<file path="config.mk">
export PLATFORM = sky130hd
export DESIGN_NAME = serial_pattern_tx
export DESIGN_NICKNAME = d
export VERILOG_FILES = /design/src/rtl/serial_pkg.sv /design/src/rtl/serial_pattern_tx.sv
export SDC_FILE = /design/constraint.sdc
export NUM_CORES = 1
export LEC_CHECK = 0
export ABC_CLOCK_PERIOD_IN_PS = 1700
export BUFFER_PORTS_ARGS = -buffer_cell sky130_fd_sc_hd__buf_2
export CAP_MARGIN = 40
export CORE_AREA = 3 3 40 42
export DETAILED_ROUTE_END_ITERATION = 10
export DIE_AREA = 0 0 43 45
export GPL_TIMING_DRIVEN = 0
export PLACE_DENSITY = 0.61
export SYNTH_ARGS = -nofsm -noshare
export SYNTH_HDL_FRONTEND = slang
export SYNTH_SLANG_ARGS = --single-unit
</file>
<file path="constraint.sdc">
create_clock -name clk -period 1.7 [get_ports clk]
set_clock_uncertainty 0.2 [all_clocks]
set_input_delay 0.085 -clock clk [delete_from_list [all_inputs] [get_ports clk]]
set_output_delay 0.085 -clock clk [all_outputs]
set_load 0.03 [all_outputs]
</file>
<file path="src/rtl/serial_pkg.sv">
// Shared definitions for the serial pattern transmitter and the sequence
// detectors that consume its bit stream.
package serial_pkg;

  typedef enum logic [1:0] {
    IDLE  = 2'd0,
    SHIFT = 2'd1,
    GAP   = 2'd2
  } tx_state_e;

  localparam logic [3:0] PATTERN_1011 = 4'b1011;

endpackage : serial_pkg

</file>
<file path="src/rtl/serial_pattern_tx.sv">
// Parallel-to-serial transmitter: accepts WIDTH-bit words over valid/ready and
// shifts them out MSB-first, one bit per clk, with an optional idle gap.
module serial_pattern_tx
  import serial_pkg::*;
#(
  parameter int WIDTH      = 4,
  parameter int GAP_CYCLES = 0
) (
  input  logic             clk,
  input  logic             rst,
  input  logic [WIDTH-1:0] data_i,
  input  logic             valid_i,
  output logic             ready_o,
  output logic             x_o,
  output logic             bit_valid_o,
  output logic             busy_o,
  output logic             done_o
);

  localparam int               CNT_W    = (WIDTH > 1) ? $clog2(WIDTH) : 1;
  localparam logic [CNT_W-1:0] BIT_LAST = CNT_W'(WIDTH - 1);
  localparam bit               HAS_GAP  = (GAP_CYCLES > 0);
  localparam logic [7:0]       GAP_LAST = HAS_GAP ? 8'(GAP_CYCLES - 1) : 8'd0;

  tx_state_e        state_q,     state_d;
  logic [WIDTH-1:0] shift_q,     shift_d;
  logic [CNT_W-1:0] bit_cnt_q,   bit_cnt_d;
  logic [7:0]       gap_cnt_q,   gap_cnt_d;
  logic             x_q,         x_d;
  logic             bit_valid_q, bit_valid_d;
  logic             done_q,      done_d;

  logic last_bit;
  logic accept;

  assign last_bit = (state_q == SHIFT) && (bit_cnt_q == BIT_LAST);

  // Without a gap, the last-bit cycle can already take the next word.
  assign ready_o = !rst && ((state_q == IDLE) || (last_bit && !HAS_GAP));
  assign accept  = valid_i && ready_o;

  always_comb begin
    // NOTE: every signal gets a default first so no path can infer a latch.
    state_d     = state_q;
    shift_d     = shift_q;
    bit_cnt_d   = bit_cnt_q;
    gap_cnt_d   = gap_cnt_q;
    x_d         = 1'b0;
    bit_valid_d = 1'b0;
    done_d      = 1'b0;

    if (accept) begin
      // MSB goes straight to the output register; the rest waits in shift_q.
      state_d     = SHIFT;
      shift_d     = data_i << 1;
      bit_cnt_d   = '0;
      gap_cnt_d   = '0;
      x_d         = data_i[WIDTH-1];
      bit_valid_d = 1'b1;
    end else begin
      case (state_q)
        IDLE: begin
          state_d = IDLE;
        end

        SHIFT: begin
          if (!last_bit) begin
            shift_d     = shift_q << 1;
            bit_cnt_d   = bit_cnt_q + 1'b1;
            x_d         = shift_q[WIDTH-1];
            bit_valid_d = 1'b1;
            done_d      = (bit_cnt_d == BIT_LAST);
          end else if (HAS_GAP) begin
            state_d   = GAP;
            bit_cnt_d = '0;
            gap_cnt_d = '0;
          end else begin
            state_d   = IDLE;
            bit_cnt_d = '0;
          end
        end

        GAP: begin
          if (gap_cnt_q == GAP_LAST) begin
            state_d   = IDLE;
            gap_cnt_d = '0;
          end else begin
            gap_cnt_d = gap_cnt_q + 8'd1;
          end
        end

        default: begin
          state_d = IDLE;
        end
      endcase
    end
  end

  always_ff @(posedge clk) begin
    // NOTE: sequential state uses non-blocking assignments so every flop
    // samples its _d value from before this edge.
    if (rst) begin
      state_q     <= IDLE;
      shift_q     <= '0;
      bit_cnt_q   <= '0;
      gap_cnt_q   <= '0;
      x_q         <= 1'b0;
      bit_valid_q <= 1'b0;
      done_q      <= 1'b0;
    end else begin
      state_q     <= state_d;
      shift_q     <= shift_d;
      bit_cnt_q   <= bit_cnt_d;
      gap_cnt_q   <= gap_cnt_d;
      x_q         <= x_d;
      bit_valid_q <= bit_valid_d;
      done_q      <= done_d;
    end
  end

  assign x_o         = x_q;
  assign bit_valid_o = bit_valid_q;
  assign done_o      = done_q;
  assign busy_o      = (state_q != IDLE);

endmodule : serial_pattern_tx

</file>
==> results of run 1 <==
-- cell families after synthesis --
| kind of cell | count (synthesis) |
|---|---|
| buffers and inverters | 4 |
| and+or+nand+nor | 18 |
| AOI/OAI and AO/OA | 5 |
| adders and majority gates | 2 |
| muxes | 3 |
| DFF | 9 |
-- per-layer routing --
layer  part of all wire [%]  GRT usage [%]
met3                    3.0           1.20
met4                      0           7.23
met2                     53           16.2
met1                     44           10.7
met5                      0              0
-- flip-flops by register name, summed over array words and instances, names as in the netlist --
register,flops
x_o,1
shift_q,3
bit_valid_o,1
done_o,1
state_q,1
bit_cnt_q,2
-- timing repair --
action                                 4_1_cts  5_1_grt
hold buffers                                 6        0
endpoints found under the hold margin        8        0
setup endpoints to repair                    0        1
gates resized for setup                      0        4
setup buffers                                0        0
-- cell type report --
cell class | instances | area, um^2
Buffer | 2 | 15.0
Clock buffer | 4 | 26.3
Fill cell | 136 | 741
Inverter | 2 | 7.51
Multi-Input combinational cell | 28 | 188
Sequential cell | 9 | 181
Tap cell | 15 | 18.8
Timing Repair Buffer | 15 | 108
-- worst max path at each step --
stage,startpoint,end,cells after the start
2_1_floorplan,bit_cnt_q[0]$_SDFFE_PP0P_,ready_o,3
3_3_place_gp,bit_cnt_q[0]$_SDFFE_PP0P_,ready_o,4
3_5_place_dp,bit_cnt_q[0]$_SDFFE_PP0P_,ready_o,4
4_1_cts,bit_cnt_q[0]$_SDFFE_PP0P_,ready_o,4
5_1_grt,bit_cnt_q[1]$_SDFFE_PP0P_,ready_o,4
6_report,bit_cnt_q[1]$_SDFFE_PP0P_,ready_o,4
-- stage by stage --
step | cells | util [%] | instance area [um^2] | power (uW)
after global routing | 75 | 42.4 | 544 | 498
final | 75 | 42.4 | 544 | 473
after floorplan | 41 | - | 378 | 282
after detailed placement | 65 | 34.4 | 442 | 300
after CTS | 75 | 41.1 | 528 | 480
after global placement | 65 | 34.4 | 442 | 299
-- worst register-to-register path, cell delays in order, from the launching register on --
cell	delay [ns]
dfxtp_2	0.37
inv_1	0.06
ha_1	0.27
inv_1	0.04
a32oi_1	0.17
nor2_1	0.05
-- power breakdown --
group	internal [uW]	switching, uW	leakage [uW]	total, uW
Combinational	35.3	40.5	0.000154	75.8
Clock	90.4	73.4	0.0000150	164
Sequential	224	9.20	0.0000745	233
-- cell usage in the layout, fill, tap and decap left out, drive strengths merged --
cell type    count
clkbuf           6
a32oi            1
nor2            10
dfxtp            9
a21oi            2
nand3            1
buf              9
nand2            2
a211oi           2
ha               2
mux2i            3
nor3b            2
nor3             1
nand2b           1
and2b            1
inv              2
dlygate4sd3      6
==> key figures, run 1 <==
Timing
  – Setup TNS: 0 ns
  – Slew Viols, Final: 0
  – Unrepaired setup endpoints after global routing: no
  – Worst-margin pin slew: 0.410 ns
  – Final critical-path share of the clock period: 94.0%
  – Final number of hold-violating endpoints: 0
  – Final setup viols: 0
  – Post-layout min period: 1.60 ns
  – Peak Freq: 626 MHz
  – Hold slack: 0.260 ns
  – Slew headroom: 72.7%
  – Worst setup margin: 0.102 ns

Setup path
  – R2R Setup Slk: 0.42 ns
  – Slowest cell on crit path: dfxtp_1
  – CP Capture Type: output port
  – CP required: 1.41 ns
  – Critical path type: reg -> out
  – CP delay by family, top: flip-flops
  – Critical path's largest stage delay: 0.39 ns
  – R2R Path End: bit_cnt_q[1]$_SDFFE_PP0P_
  – Worst path bufs/invs: 1
  – R2R cell count: 5
  – Crit-path cells: ha_4 -> and2b_1 -> nor2_1 -> clkbuf_4
  – Startpoint Class: flop
  – Worst reg2reg path startpoint: bit_cnt_q[0]$_SDFFE_PP0P_
  – CP Max Fanout: 4
  – Critical path arrival: 1.31 ns

Detailed routing
  – Drt pass-1 iters: 4
  – Total Routed Length: 758 um
  – ANT nets after route: 0
  – WL/cell: 10.1 um
  – Residual DRC count: 0
  – Via/cell ratio: 4.40
  – Initial DRC count: 5
  – Vias: 330

Worst hold path
  – Worst hold endpoint: x_o$_SDFF_PP0_
  – Hold Path Depth: 2
  – Worst hold path type: reg -> reg
  – Hold path start: shift_q[3]$_SDFFE_PP0P_

Synthesis
  – Main combinational cell family by area after synthesis: simple AND/OR/NAND/NOR gates
  – Mux cell area share after synthesis: 7.95%
  – Synth Flop Type: dfxtp_1
  – Cell variety after synth: 16
  – Post-Synth Simple-Gate Area: 22.8%
  – Most frequent cell after synthesis: nor2_1
  – Synth cell count leaders: nor2_1, dfxtp_1, mux2i_1
  – #FFs+latches synth: 9
  – Synth async-reset ratio: 0%
  – Share of the yosys chip area belonging to registers: 47.7%
  – Share of the synthesized area in the top cell type: 47.7%
  – Synth area leaders: dfxtp_1, nor2_1, mux2i_1
  – Number of flops mapped to enable cells by yosys: 0
  – Synthesized Nets: 50
  – Synth Warn #: 0
  – Post-Synthesis Cells: 41
  – Top cell type by total area after synthesis: dfxtp_1
  – Adder-cell share of the synthesized area: 6.62%
  – Netlist Area Pre-Place: 378 um^2
  – Syn Area/Cell: 9.22 um^2
  – Fraction of the mapped netlist area in compound gates: 8.94%
  – Xor/xnor share of the synthesized area: 0%

Power
  – Power per Cell Area: 868 nW/um^2
  – Peak supply drop: 235 uV
  – Lkg Pwr: 0.000243 uW

Clock tree
  – CTS Buf Count: 3
  – Clk_lat worst skew: 0.26 ns
  – CTS tree: done
  – Maximum root-to-sink buffer count: 2
  – CTS root buf: clkbuf_4
  – H-tree levels: 1
  – Clock Sinks: 9
  – Clock-pin slew on the worst setup and hold paths: 0.06 ns

Layout
  – Final nets: 70
  – Diode count: 0
  – Layout cells sized above 1: 26.7%
  – Synth-to-Final Area Change: 44.0%

Flow run
  – Max Cap Viol: 0

Floorplanning
  – Initial core utilization: 29.4%
  – Die width: 43 um
  – Num rows: 13
  – Die Y: 45 um
  – Core area: 1280 um^2
  – I/O pins: 12
  – Die area: 1940 um^2

Global route
  – Grt ovf: 0
  – Initial antenna violation count: 0
  – First-pass GRT wire length: 1.34 mm
  – Number of global-route vias before repair: 337
  – Total global-route track usage: 9.44%
  – Pin count of the biggest net entering global routing: 11

Place
  – Final GP Congestion: 0.673
  – Pre-CTS WS: 0.325 ns
  – Number of port buffers: 9

Run status
  – Status: completed
Note: power is estimated with default switching activity, not from simulation.
==> run 2: changes to the inputs <==
- CELL_PAD_IN_SITES_DETAIL_PLACEMENT: unset -> 0
- CELL_PAD_IN_SITES_GLOBAL_PLACEMENT: unset -> 1
- PLACE_DENSITY: 0.61 -> 0.74
- RECOVER_POWER: unset -> 25
- REMOVE_ABC_BUFFERS: unset -> 1
==> run 2 against run 1 <==
Effect of this change:
- first-iteration DRC count down 20%
- via count up 5.2%
- count of clock-buffer cells in the layout unchanged
- combinational power down 4.2%
- register-to-register slack about the same
- global-route usage down 0.33 points
- sequential power about the same
- cell count unchanged
- flip-flop and latch count unchanged
- design area down 3.4%
- fmax down 1.8%
- sequential share of layout area up 1.2 points
==> key figures, run 2 (synthesis results as in run 1) <==
Layout
  – Layout cells sized above 1: 23.3% (-3.3 points)
  – Commonest non-fill, non-tap cell in the layout: nor2_1
  – Diode count: 0 (unchanged)
  – Reg with most FFs: shift_q
  – Max reg flops: 3 (unchanged)
  – Final nets: 70 (unchanged)
  – Most frequent cells in the layout: nor2_1, dfxtp_1, buf_2
  – Largest regs: shift_q (3), bit_cnt_q (2)
  – Synth-to-Final Area Change: 39.1%

Power
  – Internal power: 348 uW (-0.51%)
  – Net switching power: 130 uW (+5.8%)
  – Sequential share of power: 48.6% (-0.7 points)
  – Peak supply drop: 325 uV (+39%)
  – Power per Cell Area: 909 nW/um^2 (+4.7%)
  – Lkg Pwr: 0.000232 uW (-4.8%)
  – Comb power frac: 15.2% (-0.8 points)
  – Switching share of power: 27.3% (+1.2 points)
  – Clock share of power: 36.2% (+1.5 points)

Detailed routing
  – ANT nets after route: 0 (unchanged)
  – Initial DRC count: 4 (-1)
  – Highest metal used: met4
  – Via/cell ratio: 4.63 (+5.2%)
  – Met2 routed WL: 356 um (-11%)
  – Vias: 347 (+5.2%)
  – Total Routed Length: 784 um (+3.4%)
  – Routed met3 length: 60 um (+160%)
  – Drt pass-1 iters: 2 (-2)
  – Wl on met1: 351 um (+4.8%)
  – Residual DRC count: 0 (unchanged)
  – WL/cell: 10.5 um (+3.4%)

Timing
  – Final number of hold-violating endpoints: 0 (unchanged)
  – Setup TNS: 0 ns (unchanged)
  – Worst setup margin: 0.0739 ns (-0.0285 ns)
  – Worst-margin pin slew: 0.377 ns (-0.0335 ns)
  – Slew headroom: 75.0% (+2.3 points)
  – Unrepaired setup endpoints after global routing: no
  – Slew Viols, Final: 0 (unchanged)
  – Post-layout min period: 1.63 ns (+0.0285 ns)
  – Peak Freq: 615 MHz (-1.8%)
  – Final setup viols: 0 (unchanged)
  – Final critical-path share of the clock period: 95.7% (+1.7 points)

Floorplanning
  – Core area: 1280 um^2 (unchanged)
  – Die Y: 45 um (unchanged)
  – Die width: 43 um (unchanged)
  – I/O pins: 12 (unchanged)
  – Initial core utilization: 29.4% (unchanged)
  – Die area: 1940 um^2 (unchanged)
  – Num rows: 13 (unchanged)

Setup path
  – Critical path arrival: 1.34 ns (+0.03 ns)
  – CP Capture Type: output port
  – CP required: 1.41 ns (about the same)
  – Startpoint Class: flop
  – CP Max Fanout: 4 (unchanged)
  – Critical path type: reg -> out

Run status
  – Status: completed

Clock tree
  – CTS tree: done
  – H-tree levels: 1 (unchanged)
  – Clk_lat worst skew: 0.27 ns (about the same)
  – CTS root buf: clkbuf_4
  – Clock-pin slew on the worst setup and hold paths: 0.06 ns (about the same)
  – CTS Buf Count: 3 (unchanged)
  – Maximum root-to-sink buffer count: 2 (unchanged)
  – Clock Sinks: 9 (unchanged)
  – Post-CTS setup buffer count: 0 (unchanged)

Place
  – HPWL Detailed: 535 um
  – Pre-CTS WS: 0.345 ns (+0.0193 ns)
  – Number of port buffers: 11 (+2)
  – Final GP Congestion: 0.720 (+6.9%)

Global route
  – Total global-route track usage: 9.11% (-0.33 points)
  – Pin count of the biggest net entering global routing: 11 (unchanged)
  – Initial antenna violation count: 0 (unchanged)
  – Grt ovf: 0 (unchanged)
  – First-pass GRT wire length: 1.23 mm (-8.2%)
  – Number of global-route vias before repair: 300 (-11%)

Flow run
  – Max Cap Viol: 0 (unchanged)

Worst hold path
  – Worst hold path type: reg -> reg
[run 2: cell types whose count changed in the layout (fill, tap and decap cells not counted), sizes merged]
cell and change:
clkbuf +2, buf -2
[run 2: power by group through the flow]
| stage | logic, uW | clock network [uW] | registers, uW |
|---|---|---|---|
| finish | 72.6 | 173 | 232 |
| global route | 81.2 | 185 | 234 |
| CTS | 73.4 | 176 | 232 |
| detailed placement | 62.9 | 0 | 237 |
| global placement | 62.6 | 0 | 236 |
| floorplan | 30.0 | 0 | 245 |
[run 2: path summary, 6_finish.rpt]
path                            slack (ns)                 startpoint  depth (start not counted)                       to
worst max register to register        0.41  bit_cnt_q[1]$_SDFFE_PP0P_                          4  state_q[0]$_SDFFE_PP0P_
worst max-delay path                  0.07  bit_cnt_q[1]$_SDFFE_PP0P_                          4                  ready_o
worst min-delay path                  0.26    shift_q[3]$_SDFFE_PP0P_                          2           x_o$_SDFF_PP0_
worst min register to register        0.26    shift_q[3]$_SDFFE_PP0P_                          2           x_o$_SDFF_PP0_
[run 2: layout make-up]
| class | count | area, um^2 |
|---|---|---|
| fillers | 139 | 759 |
| flip-flops and latches | 9 | 181 |
| multi-input cells | 28 | 178 |
| repair buffers | 17 | 114 |
| clock buffers | 4 | 26.3 |
| well taps | 15 | 18.8 |
| inverters | 2 | 7.51 |
[run 2: stage by stage]
step	hold WS [ns]	cell area [um^2]	utilization, %	cells	power [uW]
after floorplan	-0.0459	363	-	39	275
after global placement	0.159	437	34.0	65	299
after detailed placement	0.169	437	34.0	65	300
after CTS	0.266	523	40.7	75	481
after global routing	0.294	526	40.9	75	500
final	0.264	526	40.9	75	478
[run 2: critical path, stage by stage (launching register included)]
cell	delay, ns
dfxtp_1	0.36
ha_2	0.21
and2b_1	0.22
nor2_1	0.09
clkbuf_4	0.19
[run 2: timing repair]
| item | CTS | global route |
|---|---|---|
| hold endpoints to repair | 9 | 0 |
| setup endpoints to repair | 0 | 1 |
| hold buffers | 6 | 0 |
| resized for setup | 0 | 3 |
[run 2: per-layer routing]
layer	global-route usage, %	vias to the layer above
met3	5.98	3
met2	14.1	9
met4	5.42	0
met1	9.25	160
li1	-	175
met5	0	-
==> run 3: changes to the inputs <==
- ABC_AREA: unset -> 1
- CORE_AREA: 3 3 40 42 -> unset
- CORE_MARGIN: unset -> 3
- CORE_UTILIZATION: unset -> 33
- DIE_AREA: 0 0 43 45 -> unset
- PLACE_DENSITY: 0.74 -> 0.82
==> run 3 against run 2 <==
Effect of this change:
- design area is 10% higher
- setup slack better by 0.062 ns
- fmax grew 4.0%
- critical path depth unchanged
- combinational power up 13%
- non-clock buffer count unchanged
- highest routed layer unchanged
- total power down 2.0%
- synthesized cell count grew 29%
==> key figures, run 3 <==
Run status
  – Status: completed

Synthesis
  – Syn Area/Cell: 8.17 um^2 (-11%)
  – Top cell type by total area after synthesis: dfxtp_1
  – Share of the yosys chip area belonging to registers: 41.6% (-6.1 points)
  – Share of the synthesized area in the top cell type: 41.6% (-6.1 points)
  – Post-Synthesis Cells: 53 (+29%)
  – Synth async-reset ratio: 0% (unchanged)
  – Synth Warn #: 0 (unchanged)
  – Synth area leaders: dfxtp_1, nand2_1, nor2_1
  – Number of flops mapped to enable cells by yosys: 0 (unchanged)
  – Synth Flop Type: dfxtp_1
  – #FFs+latches synth: 9 (unchanged)
  – Cell variety after synth: 18 (+2)
  – Netlist Area Pre-Place: 433 um^2 (+15%)
  – Synth cell count leaders: dfxtp_1, nand2_1, nor2_1, inv_1, inv_2

Detailed routing
  – Via/cell ratio: 4.45 (-3.9%)
  – Vias: 387 (+12%)
  – Initial DRC count: 10 (+6)
  – Total Routed Length: 831 um (+6.0%)
  – ANT nets after route: 0 (unchanged)
  – WL/cell: 9.55 um (-8.6%)
  – Drt pass-1 iters: 4 (+2)
  – Residual DRC count: 0 (unchanged)

Layout
  – Reg with most FFs: shift_q
  – Final nets: 83 (+19%)
  – Layout cells sized above 1: 31.5% (+8.2 points)
  – Diode count: 0 (unchanged)
  – Largest regs: shift_q (3), bit_cnt_q (2)
  – Max reg flops: 3 (unchanged)
  – Filler Cells Inserted: 121 (-13%)
  – Most frequent cells in the layout: nor2_1, nand2_1, dfxtp_1
  – Synth-to-Final Area Change: 33.5%

Place
  – Final GP Congestion: 0.757 (+5.1%)
  – HPWL Detailed: 620 um (+16%)
  – Number of port buffers: 11 (unchanged)

Floorplanning
  – Die width: 42.2 um (-1.8%)
  – I/O pins: 12 (unchanged)
  – Num rows: 12 (-1)
  – Die area: 1780 um^2 (-7.9%)
  – Die Y: 42.2 um (-6.2%)
  – Initial core utilization: 37.0% (+7.6 points)
  – Core area: 1170 um^2 (-8.9%)

Power
  – Power per Cell Area: 810 nW/um^2 (-11%)
  – Power Total: 468 uW (-2.0%)
  – Peak supply drop: 394 uV (+21%)
  – Lkg Pwr: 0.000251 uW (+8.5%)

Timing
  – Final setup viols: 0 (unchanged)
  – Slew headroom: 76.2% (+1.2 points)
  – Hold slack: 0.269 ns (+0.00575 ns)
  – Unrepaired setup endpoints after global routing: no
  – Setup TNS: 0 ns (unchanged)
  – Final number of hold-violating endpoints: 0 (unchanged)
  – Post-layout min period: 1.56 ns (-0.0618 ns)
  – Worst-margin pin slew: 0.358 ns (-0.0184 ns)
  – Final critical-path share of the clock period: 92.0% (-3.6 points)
  – Peak Freq: 639 MHz (+4.0%)
  – Slew Viols, Final: 0 (unchanged)

Setup path
  – CP Capture Type: output port
  – CP required: 1.41 ns (about the same)
  – CP Max Fanout: 5 (+1)
  – Worst reg2reg path startpoint: bit_cnt_q[0]$_SDFFE_PP0P_
  – Critical path type: reg -> out
  – Critical path arrival: 1.28 ns (-0.06 ns)
  – R2R Path End: shift_q[1]$_SDFFE_PP0P_
  – R2R cell count: 7 (+3)
  – R2R Setup Slk: 0.30 ns (-0.11 ns)
  – Startpoint Class: flop

Global route
  – Grt ovf: 0 (unchanged)
  – GRT busiest layer: met2
  – Met2 Usage GRT: 14.9% (+0.82 points)
  – Grt met3 use: 6.44% (+0.46 points)
  – GRT met1 Usage: 13.4% (+4.2 points)
  – Initial antenna violation count: 0 (unchanged)
  – Number of global-route vias before repair: 333 (+11%)
  – Total global-route track usage: 10.4% (+1.3 points)
  – Pin count of the biggest net entering global routing: 13 (+2)
  – First-pass GRT wire length: 1.41 mm (+15%)

Clock tree
  – Post_cts resized: 0 (unchanged)
  – CTS Buf Count: 3 (unchanged)
  – CTS root buf: clkbuf_4
  – Maximum root-to-sink buffer count: 2 (unchanged)
  – Clk_lat worst skew: 0.26 ns (about the same)
  – H-tree levels: 1 (unchanged)
  – CTS tree: done
  – Clock Sinks: 9 (unchanged)
  – Clock-pin slew on the worst setup and hold paths: 0.06 ns (about the same)

Flow run
  – Max Cap Viol: 0 (unchanged)

Worst hold path
  – Worst hold endpoint: x_o$_SDFF_PP0_
  – Hold Path Depth: 2 (unchanged)
  – Worst hold path type: reg -> reg
  – Hold path start: shift_q[3]$_SDFFE_PP0P_
[run 3: changes by cell type after synthesis, sizes merged, moves of 2 or more]
cell | previous run | this run
inv | 2 | 8
nand4 | 0 | 2
nand2 | 2 | 10
mux2i | 3 | 0
o21ai | 0 | 3
a211oi | 2 | 0
[run 3: final cells by class]
type	instances	area, um^2	area share, %
Tap cell	14	17.5	3.03
Clock buffer	3	22.5	3.90
Inverter	8	30.0	5.19
Sequential cell	9	180	31.2
Multi-Input combinational cell	35	211	36.6
Timing Repair Buffer	17	111	19.3
Clock inverter	1	5.00	0.866
[run 3: logic make-up (layout without fill, tap and decap cells)]
| kind of cell | Yosys count | after routing | share of synthesized area [%] |
|---|---|---|---|
| simple gates | 28 | 28 | 35.5 |
| compound gates | 5 | 5 | 7.51 |
| flops | 9 | 9 | 41.6 |
| fa+ha+maj | 2 | 2 | 5.78 |
| buf+inv | 9 | 29 | 9.54 |
[run 3: worst max path at each step]
| stage | start | slack (ns) | depth (start not counted) | endpoint |
|---|---|---|---|---|
| after CTS | bit_cnt_q[0]$_SDFFE_PP0P_ | 0.11 | 4 | ready_o |
| after floorplan | state_q[0]$_SDFFE_PP0P_ | 0.38 | 5 | shift_q[1]$_SDFFE_PP0P_ |
| after global placement | bit_cnt_q[0]$_SDFFE_PP0P_ | 0.34 | 7 | shift_q[1]$_SDFFE_PP0P_ |
| after detailed placement | bit_cnt_q[0]$_SDFFE_PP0P_ | 0.30 | 7 | shift_q[1]$_SDFFE_PP0P_ |
| final | bit_cnt_q[0]$_SDFFE_PP0P_ | 0.14 | 4 | ready_o |
| after global routing | bit_cnt_q[0]$_SDFFE_PP0P_ | 0.06 | 4 | ready_o |
[run 3: timing repair]
item,4_1_cts,5_1_grt
hold buffers,6,0
hold endpoints to repair,6,0
setup buffers,0,0
[run 3: metal layers]
| layer | vias up | part of all wire [%] | routed length [um] |
|---|---|---|---|
| li1 | 210 | - | - |
| met1 | 166 | 47 | 388 |
| met2 | 9 | 46 | 380 |
| met3 | 2 | 7.0 | 58 |
| met4 | 0 | 0.48 | 4 |
| met5 | - | 0 | 0 |
[run 3: metrics by stage]
stage / instances / area (um^2) / utilization [%] / setup WS [ns]
after floorplan: 52 / 422 / - / 0.377
after global placement: 77 / 494 / 42.2 / 0.342
after detailed placement: 77 / 494 / 42.2 / 0.300
after CTS: 87 / 582 / 49.7 / 0.111
after global routing: 87 / 578 / 49.4 / 0.0564
final: 87 / 578 / 49.4 / 0.136
[run 3: critical path, cell delays in order, from the launching register on]
cell     delay, ns
dfxtp_1       0.33
ha_1          0.25
nor2_4        0.21
nor2_4        0.05
buf_2         0.18
[run 3: power breakdown]
group / internal (uW) / switching (uW)
clock: 86.6 / 74.0
combinational: 33.2 / 48.6
sequential: 220 / 5.54
total: 340 / 128
